<file path="src/rtl/ball_game_ctrl.sv">
// Purpose: game-flow controller for the ball game. Sequences serve / play /
//          score / game-over, generates the shared ball movement strobe whose
//          period shrinks with paddle hits, issues ball restart pulses and
//          keeps both players' scores.
// Ports:   pclk, reset (async, active high); serve (level, rising edge acts),
//          pause (freeze), paddle_hit / miss_left / miss_right (pulses from the
//          collision and boundary detectors); step and ball_restart (one-cycle
//          strobes to the ball movers); score_l, score_r, speed_level,
//          game_state, game_over (status, all registered).
module ball_game_ctrl #(
    parameter int TICK_INIT      = 800_000,
    parameter int TICK_STEP      = 50_000,
    parameter int TICK_MIN       = 200_000,
    parameter int HITS_PER_LEVEL = 4,
    parameter int SERVE_DELAY    = 40_000_000,
    parameter int WIN_SCORE      = 9
) (
    input  logic       pclk,
    input  logic       reset,
    input  logic       serve,
    input  logic       pause,
    input  logic       paddle_hit,
    input  logic       miss_left,
    input  logic       miss_right,
    output logic       step,
    output logic       ball_restart,
    output logic [3:0] score_l,
    output logic [3:0] score_r,
    output logic [2:0] speed_level,
    output logic [1:0] game_state,
    output logic       game_over
);

    typedef enum logic [1:0] {
        S_IDLE  = 2'd0,
        S_SERVE = 2'd1,
        S_PLAY  = 2'd2,
        S_OVER  = 2'd3
    } state_t;

    localparam int HW = (HITS_PER_LEVEL > 1) ? $clog2(HITS_PER_LEVEL) : 1;

    localparam logic [31:0]   T_INIT = 32'(TICK_INIT);
    localparam logic [31:0]   T_STEP = 32'(TICK_STEP);
    localparam logic [31:0]   T_MIN  = 32'(TICK_MIN);
    localparam logic [31:0]   SD_M1  = 32'(SERVE_DELAY - 1);
    localparam logic [HW-1:0] HPL_M1 = HW'(HITS_PER_LEVEL - 1);
    localparam logic [3:0]    WIN    = 4'(WIN_SCORE);
    // How far the period may drop below TICK_INIT before it hits the floor.
    // Zero when the floor is at or above TICK_INIT, so the floor always wins.
    localparam logic [31:0]   HEADROOM = (TICK_INIT > TICK_MIN) ?
                                         32'(TICK_INIT - TICK_MIN) : 32'd0;

    state_t      state, state_n;
    logic        serve_q;
    logic [31:0] serve_cnt, serve_cnt_n;
    logic [31:0] tick_cnt, tick_cnt_n;
    logic [HW-1:0] hit_cnt, hit_cnt_n;
    logic [2:0]  level_n;
    logic [3:0]  score_l_n, score_r_n;
    logic        step_n, restart_n;
    logic        serve_rise;
    logic [31:0] dec;
    logic [31:0] period;

    // Period is clamped by comparing against the headroom first, so the
    // subtraction below can never wrap.
    assign dec    = 32'(speed_level) * T_STEP;
    assign period = (dec >= HEADROOM) ? T_MIN : (T_INIT - dec);

    assign serve_rise = serve & ~serve_q;
    assign game_state = state;

    always_ff @(posedge pclk or posedge reset) begin
        if (reset) begin
            state        <= S_IDLE;
            serve_q      <= 1'b0;
            serve_cnt    <= '0;
            tick_cnt     <= '0;
            hit_cnt      <= '0;
            speed_level  <= '0;
            score_l      <= '0;
            score_r      <= '0;
            step         <= 1'b0;
            ball_restart <= 1'b0;
            game_over    <= 1'b0;
        end else begin
            state        <= state_n;
            serve_q      <= serve;
            serve_cnt    <= serve_cnt_n;
            tick_cnt     <= tick_cnt_n;
            hit_cnt      <= hit_cnt_n;
            speed_level  <= level_n;
            score_l      <= score_l_n;
            score_r      <= score_r_n;
            step         <= step_n;
            ball_restart <= restart_n;
            game_over    <= (state_n == S_OVER);
        end
    end

    always_comb begin
        state_n     = state;
        serve_cnt_n = serve_cnt;
        tick_cnt_n  = tick_cnt;
        hit_cnt_n   = hit_cnt;
        level_n     = speed_level;
        score_l_n   = score_l;
        score_r_n   = score_r;
        step_n      = 1'b0;
        restart_n   = 1'b0;

        case (state)
            S_IDLE: begin
                if (serve_rise) begin
                    state_n     = S_SERVE;
                    restart_n   = 1'b1;
                    serve_cnt_n = '0;
                end
            end

            S_SERVE: begin
                if (!pause) begin
                    if (serve_cnt == SD_M1) begin
                        state_n    = S_PLAY;
                        tick_cnt_n = period - 32'd1;
                    end else begin
                        serve_cnt_n = serve_cnt + 32'd1;
                    end
                end
            end

            S_PLAY: begin
                // A miss is honoured even while paused and swallows any
                // step or hit in the same cycle.
                if (miss_left || miss_right) begin
                    if (miss_left && !miss_right)
                        score_r_n = score_r + 4'd1;
                    if (miss_right && !miss_left)
                        score_l_n = score_l + 4'd1;
                    level_n     = '0;
                    hit_cnt_n   = '0;
                    restart_n   = 1'b1;
                    serve_cnt_n = '0;
                    state_n     = (score_l_n == WIN || score_r_n == WIN) ?
                                  S_OVER : S_SERVE;
                end else if (!pause) begin
                    // Reload uses the period of the level held this cycle;
                    // a level change from a coincident hit applies next time.
                    if (tick_cnt == '0) begin
                        tick_cnt_n = period - 32'd1;
                        step_n     = 1'b1;
                    end else begin
                        tick_cnt_n = tick_cnt - 32'd1;
                    end
                    if (paddle_hit) begin
                        if (hit_cnt == HPL_M1) begin
                            hit_cnt_n = '0;
                            if (speed_level != 3'd7)
                                level_n = speed_level + 3'd1;
                        end else begin
                            hit_cnt_n = hit_cnt + HW'(1);
                        end
                    end
                end
            end

            S_OVER: begin
                if (serve_rise) begin
                    score_l_n = '0;
                    score_r_n = '0;
                    restart_n = 1'b1;
                    state_n   = S_IDLE;
                end
            end

            default: state_n = S_IDLE;
        endcase
    end

endmodule

</file>
<file path="config.mk">
export PLATFORM = sky130hd
export DESIGN_NAME = ball_game_ctrl
export DESIGN_NICKNAME = d
export VERILOG_FILES = /design/src/rtl/ball_game_ctrl.sv
export SDC_FILE = /design/constraint.sdc
export NUM_CORES = 1
export LEC_CHECK = 0
export CAP_MARGIN = 20
export CORE_ASPECT_RATIO = 0.9
export CORE_UTILIZATION = 61
export CTS_CLUSTER_SIZE = 30
export DETAILED_ROUTE_END_ITERATION = 6
export PLACE_DENSITY = 0.8
export REMOVE_ABC_BUFFERS = 1
export SETUP_SLACK_MARGIN = 0.15
export SLEW_MARGIN = 40
export SYNTH_ARGS = -nofsm -noshare
export SYNTH_HDL_FRONTEND = slang
export SYNTH_SLANG_ARGS = --single-unit
</file>
<file path="constraint.sdc">
create_clock -name pclk -period 3.5 [get_ports pclk]
set_input_delay 1.05 -clock pclk [delete_from_list [all_inputs] [get_ports pclk]]
set_output_delay 1.05 -clock pclk [all_outputs]
set_load 0.02 [all_outputs]
</file>
==> results.cfg, run 1 <==
[outcome]
status = completed

[worst_setup_path]
crit_path_start_kind = register
reg2reg_to = tick_cnt[12]$_DFFE_PP0P_
worstSetupEndpoint = tick_cnt[12]$_DFFE_PP0P_
worstPathArrival_ns = 3.45
critPathMaxFanout = 8
timing.rr.start = speed_level[0]$_DFFE_PP0P_
path_class = register to register
crit_start = speed_level[0]$_DFFE_PP0P_
cp.required_ns = 3.75
r2r_cells = 9
end_kind = register
r2r_slack_ns = 0.30

[clock_tree]
postCtsSetupBuffers = 0
numCtsBuffers = 9
cts_root_buf = clkbuf_8
cts_buffer_depth = 2
worstSkewPairLatency_ns = 0.37
cts_tree = done
cts_resized = 0
cts_sinks = 83
holdBufCountCts = 0
cts.clk_slew.worst_paths_ns = 0.09
htree_levels = 3

[drt]
drt-initial-drc-count = 343
dr_total_vias = 4728
antenna_left = 0
routed_wl_mm = 12.3
vias_per_cell = 6.15
drc = 0
wl_per_cell_um = 16.0
first_pass_iters = 5

[timing]
max_freq_ghz = 0.312
rsz0062_at_grt = false
clock_skew_ns = 0.00942
setup_viol = 0
period_needed_ns = 3.20
fin_crit_sh_pct = 91.4
finalSetupTns_ns = 0
slew_violations = 0
hold_violations = 0
hold_slack_ns = 0.487
relSlewSlack_pct = 53.6
max_slew.worst_pin.slew_ns = 0.691

[floorplanning]
die_w_um = 100
dieArea_um2 = 9090
start_util_pct = 64.3
fp.coreArea_um2 = 8260
io_pins = 23
die_h_um = 90.6
core.rowCount = 31

[global_route]
grt_pass1_wl_mm = 21.0
grt_antenna_before_repair = 0
grtUsageTotal_pct = 28.8
grt_overflow = 0
grt_pass1_vias = 4591
grt_max_degree = 44

[finish]
nets = 679
nFillCells = 643
regArea_um2 = 2080
stdcell_count = 769
final_layout_size_suffix_gt1_share_pct = 7.80
multi_input_area_um2 = 3050
synthToLayoutAreaGrowth_pct = 12.1
diodes = 0

[power]
power_density_nw_per_um2 = 349
p_leak_nw = 2.56
total_power_mw = 2.08
irDropWorstVdd_mv = 0.232

[logic_synthesis]
yosys-top-cells-count = 83 x dfrtp_1, 62 x nor2_1, 54 x nand2_1, 39 x a21oi_1, 36 x o21ai_0
synth_most_common_cell = dfrtp_1
synth_warnings = 0
ys_seq_elements = 83
synth_flop_cell = dfrtp_1
syn-mean-instance-area_um2 = 8.59
netlist.area_leader.share_pct = 39.1
synth_edf_count = 0
synth_top_area_cell = dfrtp_1
synth_area_leaders = dfrtp_1 39%, xnor2_1 5.6%, ha_1 5.2%
seq_area_frac_synth_pct = 39.1
synthesis.area_um2 = 5320
synth-async-reset-ratio_pct = 100
yosysUniqueCellTypes = 65
syn_inst = 619

[placed_design]
placed_cells = 754
hpwl_mm = 8.76
io_buffers = 22
gp_congestion = 0.856

[flow_run]
cap_violations = 0

[hold_path]
hold_class = register to register
cell usage in the layout (no fill, tap or decap), types with 4 or more instances in the layout:
cell type | synthesis | final
a21oi_1 | 39 | 38
a22o_1 | 4 | 4
a31oi_1 | 8 | 7
a32o_1 | 6 | 6
and2_1 | 4 | 4
and3_1 | 8 | 8
and4_1 | 4 | 4
buf_4 | 0 | 20
clkbuf_8 | 0 | 9
clkdlybuf4s50_1 | 0 | 22
dfrtp_1 | 83 | 83
ha_1 | 22 | 22
inv_1 | 24 | 23
nand2_1 | 54 | 54
nand2b_1 | 7 | 7
nand3_1 | 34 | 34
nand4_1 | 7 | 7
nor2_1 | 62 | 62
nor2b_1 | 8 | 8
nor3_1 | 29 | 29
nor4_1 | 18 | 18
o21ai_0 | 36 | 36
o21ai_1 | 23 | 23
o22a_1 | 4 | 4
o31ai_1 | 6 | 6
or4_1 | 5 | 5
xnor2_1 | 34 | 34
xor2_1 | 13 | 13
critical path, stage by stage (launching register included):
cell and delay [ns]:
dfrtp_1 0.48, ha_1 0.31, ha_1 0.37, or3b_2 0.48, a21oi_2 0.23, xnor3_1 0.31, nor3_1 0.22, a211oi_1 0.11
mux2_1 0.31, a311o_1 0.26
metal layers:
layer	up-vias	share of wire, %	global-route usage, %
met5	-	0	0
met4	0	1.4	8.94
met3	22	4.7	6.35
met2	129	46	44.2
met1	2270	48	40.5
li1	2307	-	-
stage by stage:
step	utilization, %	setup WS [ns]	instance area (um2)
final	72.1	0.299	5960
after global placement	69.5	0.284	5740
after detailed placement	69.5	0.195	5740
after floorplan	-	-0.0828	5200
after global routing	72.1	0.177	5960
after CTS	72.0	0.228	5950
state kept, by name, indices dropped and copies added, names as in the netlist:
| signal | count |
|---|---|
| ball_restart | 1 |
| game_over | 1 |
| game_state | 2 |
| hit_cnt | 2 |
| score_l | 4 |
| score_r | 4 |
| serve_cnt | 32 |
| serve_q | 1 |
| speed_level | 3 |
| step | 1 |
| tick_cnt | 32 |
report_power, final:
| group | internal, mW | switching (mW) |
|---|---|---|
| Combinational | 0.102 | 0.230 |
| Clock | 0.397 | 0.354 |
| Sequential | 0.979 | 0.0206 |
| Total | 1.48 | 0.605 |
kinds of logic (layout without fill, tap and decap cells):
| kind of cell | after synthesis | after routing | share of synthesized area, % |
|---|---|---|---|
| simple gates | 258 | 258 | 24.5 |
| buf+inv | 47 | 82 | 3.81 |
| fa+ha+maj | 22 | 22 | 5.18 |
| flops | 83 | 83 | 39.1 |
| xor+xnor | 49 | 49 | 8.62 |
| compound gates | 158 | 158 | 18.4 |
| mux | 2 | 2 | 0.400 |
worst min path at each step:
stage,slack [ns],endpoint,cells past startpoint,startpoint
2_1_floorplan,0.44,tick_cnt[29]$_DFFE_PP0P_,1,tick_cnt[29]$_DFFE_PP0P_
3_3_place_gp,0.47,tick_cnt[29]$_DFFE_PP0P_,1,tick_cnt[29]$_DFFE_PP0P_
3_5_place_dp,0.47,tick_cnt[29]$_DFFE_PP0P_,1,tick_cnt[29]$_DFFE_PP0P_
4_1_cts,0.49,tick_cnt[29]$_DFFE_PP0P_,1,tick_cnt[29]$_DFFE_PP0P_
5_1_grt,0.50,tick_cnt[29]$_DFFE_PP0P_,1,tick_cnt[29]$_DFFE_PP0P_
6_report,0.49,tick_cnt[29]$_DFFE_PP0P_,1,tick_cnt[29]$_DFFE_PP0P_
layout make-up:
cell class              count  area share [%]
repair buffers             43            6.55
clock inverters             5            1.32
multi-input cells         489            51.2
well taps                 115            2.41
inverters                  24            1.55
clock buffers              10            2.14
flip-flops and latches     83            34.8
(Power assumes the default switching activity.)
==> run 2: changes to the inputs <==
CAP_MARGIN = default   (was 20)
PLACE_DENSITY = 0.85   (was 0.8)
TNS_END_PERCENT = 50   (was default)
==> results.cfg, run 2 (same netlist as run 1, synthesis figures left out) <==
[floorplanning]
die_w_um = 100
die_h_um = 90.6
dieArea_um2 = 9090
fp.coreArea_um2 = 8260
core.rowCount = 31
start_util_pct = 64.3
io_pins = 23

[timing]
rsz0062_at_grt = false
clock_skew_ns = 0.0121
max_slew.worst_pin.slew_ns = 0.748
slew_violations = 0
max_freq_ghz = 0.314
relSlewSlack_pct = 50.1
fin_crit_sh_pct = 90.9
postLayoutSetupSlackWorst_ns = 0.320
hold_slack_ns = 0.514
hold_violations = 0
setup_viol = 0
period_needed_ns = 3.18

[worst_setup_path]
cp.required_ns = 3.74
end_kind = register
crit_path_start_kind = register
critPathMaxFanout = 18
path_class = register to register
worstPathArrival_ns = 3.42

[power]
p_sw_share_pct = 30.3
power_frac_comb_pct = 15.8
power_density_nw_per_um2 = 343
p_leak_nw = 2.52
total_power_mw = 2.04
irDropWorstVdd_mv = 0.277
intPower_mw = 1.42
switchingPower_mw = 0.618
power_frac_clock_pct = 35.1
seq_power_share_pct = 49.1

[clock_tree]
htree_levels = 3
worstSkewPairLatency_ns = 0.37
holdBufCountCts = 0
cts_sinks = 83
cts_tree = done
numCtsBuffers = 9
cts_resized = 0
cts_root_buf = clkbuf_8
postCtsSetupBuffers = 0
cts_buffer_depth = 2
cts.clk_slew.worst_paths_ns = 0.08

[global_route]
grt_max_degree = 45
grt_pass1_wl_mm = 21.6
grt_antenna_before_repair = 0
grt_pass1_vias = 4639
grt_overflow = 0
grtUsageTotal_pct = 29.6

[placed_design]
dpl_worst_slack_ns = 0.0666
io_buffers = 22
hpwl_mm = 8.89
placed_cells = 751
gp_congestion = 0.849

[drt]
first_pass_iters = 5
vias_per_cell = 6.31
wl_per_cell_um = 16.4
drc = 0
dr_total_vias = 4841
routed_wl_mm = 12.6
drt-initial-drc-count = 260
antenna_left = 0

[finish]
stdcell_count = 767
nFillCells = 628
final_layout_size_suffix_gt1_share_pct = 8.28
diodes = 0
top_regs = serve_cnt: 32 flops, tick_cnt: 32 flops
mostFrequentLayoutCells = 81 x dfrtp_1, 62 x nor2_1, 54 x nand2_1, 38 x a21oi_1, 36 x o21ai_0
layout_commonest_cell = dfrtp_1
nets = 676
synthToLayoutAreaGrowth_pct = 11.8

[hold_path]
hold_class = register to register

[flow_run]
cap_violations = 0

[outcome]
status = completed
[run 2: worst max-delay path, cell delays in order, from the launching register on]
cell and delay (ns):
dfrtp_1 0.47, or4_1 0.69, or3_4 0.45, or4_4 0.56, nand2_4 0.20, buf_4 0.26
a21oi_1 0.06, o21ai_0 0.23, o21ai_1 0.12
[run 2: area by class of cell]
class,count,area [um2],area share [%]
Inverter,24,92.6,1.56
Timing Repair Buffer,40,368,6.19
Multi-Input combinational cell,489,3060,51.4
Clock buffer,10,138,2.32
Sequential cell,83,2080,35.0
Clock inverter,6,65.1,1.09
Tap cell,115,144,2.42
[run 2: metal layers]
layer | vias to the layer above | GRT usage, % | routed length (um)
met4 | 0 | 11.6 | 285
met5 | - | 0 | 0
met1 | 2314 | 38.7 | 5520
li1 | 2296 | - | -
met3 | 36 | 6.11 | 691
met2 | 195 | 48.2 | 6090
[run 2: per-stage QoR]
| step | instance area (um2) | setup TNS [ns] | utilization [%] |
|---|---|---|---|
| global route | 5940 | 0 | 72.0 |
| CTS | 5920 | 0 | 71.7 |
| floorplan | 5200 | -0.0828 | - |
| global placement | 5720 | 0 | 69.3 |
| finish | 5940 | 0 | 72.0 |
| detailed placement | 5720 | 0 | 69.3 |
[run 2: power by group through the flow]
stage          clock [mW]  sequential [mW]  combinational, mW
3_5_place_dp            0             1.02              0.322
5_1_grt             0.766             1.01              0.358
2_1_floorplan           0             1.02              0.201
4_1_cts             0.723             1.00              0.323
3_3_place_gp            0             1.02              0.309
6_report            0.715             1.00              0.322
[run 2: final timing paths]
check                                               from                         end  slack (ns)  depth (start not counted)
worst min-delay path            tick_cnt[31]$_DFFE_PP0P_    tick_cnt[31]$_DFFE_PP0P_        0.51                          1
worst max register to register  tick_cnt[22]$_DFFE_PP0P_    tick_cnt[30]$_DFFE_PP0P_        0.32                          8
min in group asynchronous                          reset   serve_cnt[27]$_DFFE_PP0P_        1.09                          2
max in group asynchronous                          reset  speed_level[2]$_DFFE_PP0P_        1.81                          3
worst max-delay path            tick_cnt[22]$_DFFE_PP0P_    tick_cnt[30]$_DFFE_PP0P_        0.32                          8
worst min register to register  tick_cnt[31]$_DFFE_PP0P_    tick_cnt[31]$_DFFE_PP0P_        0.51                          1
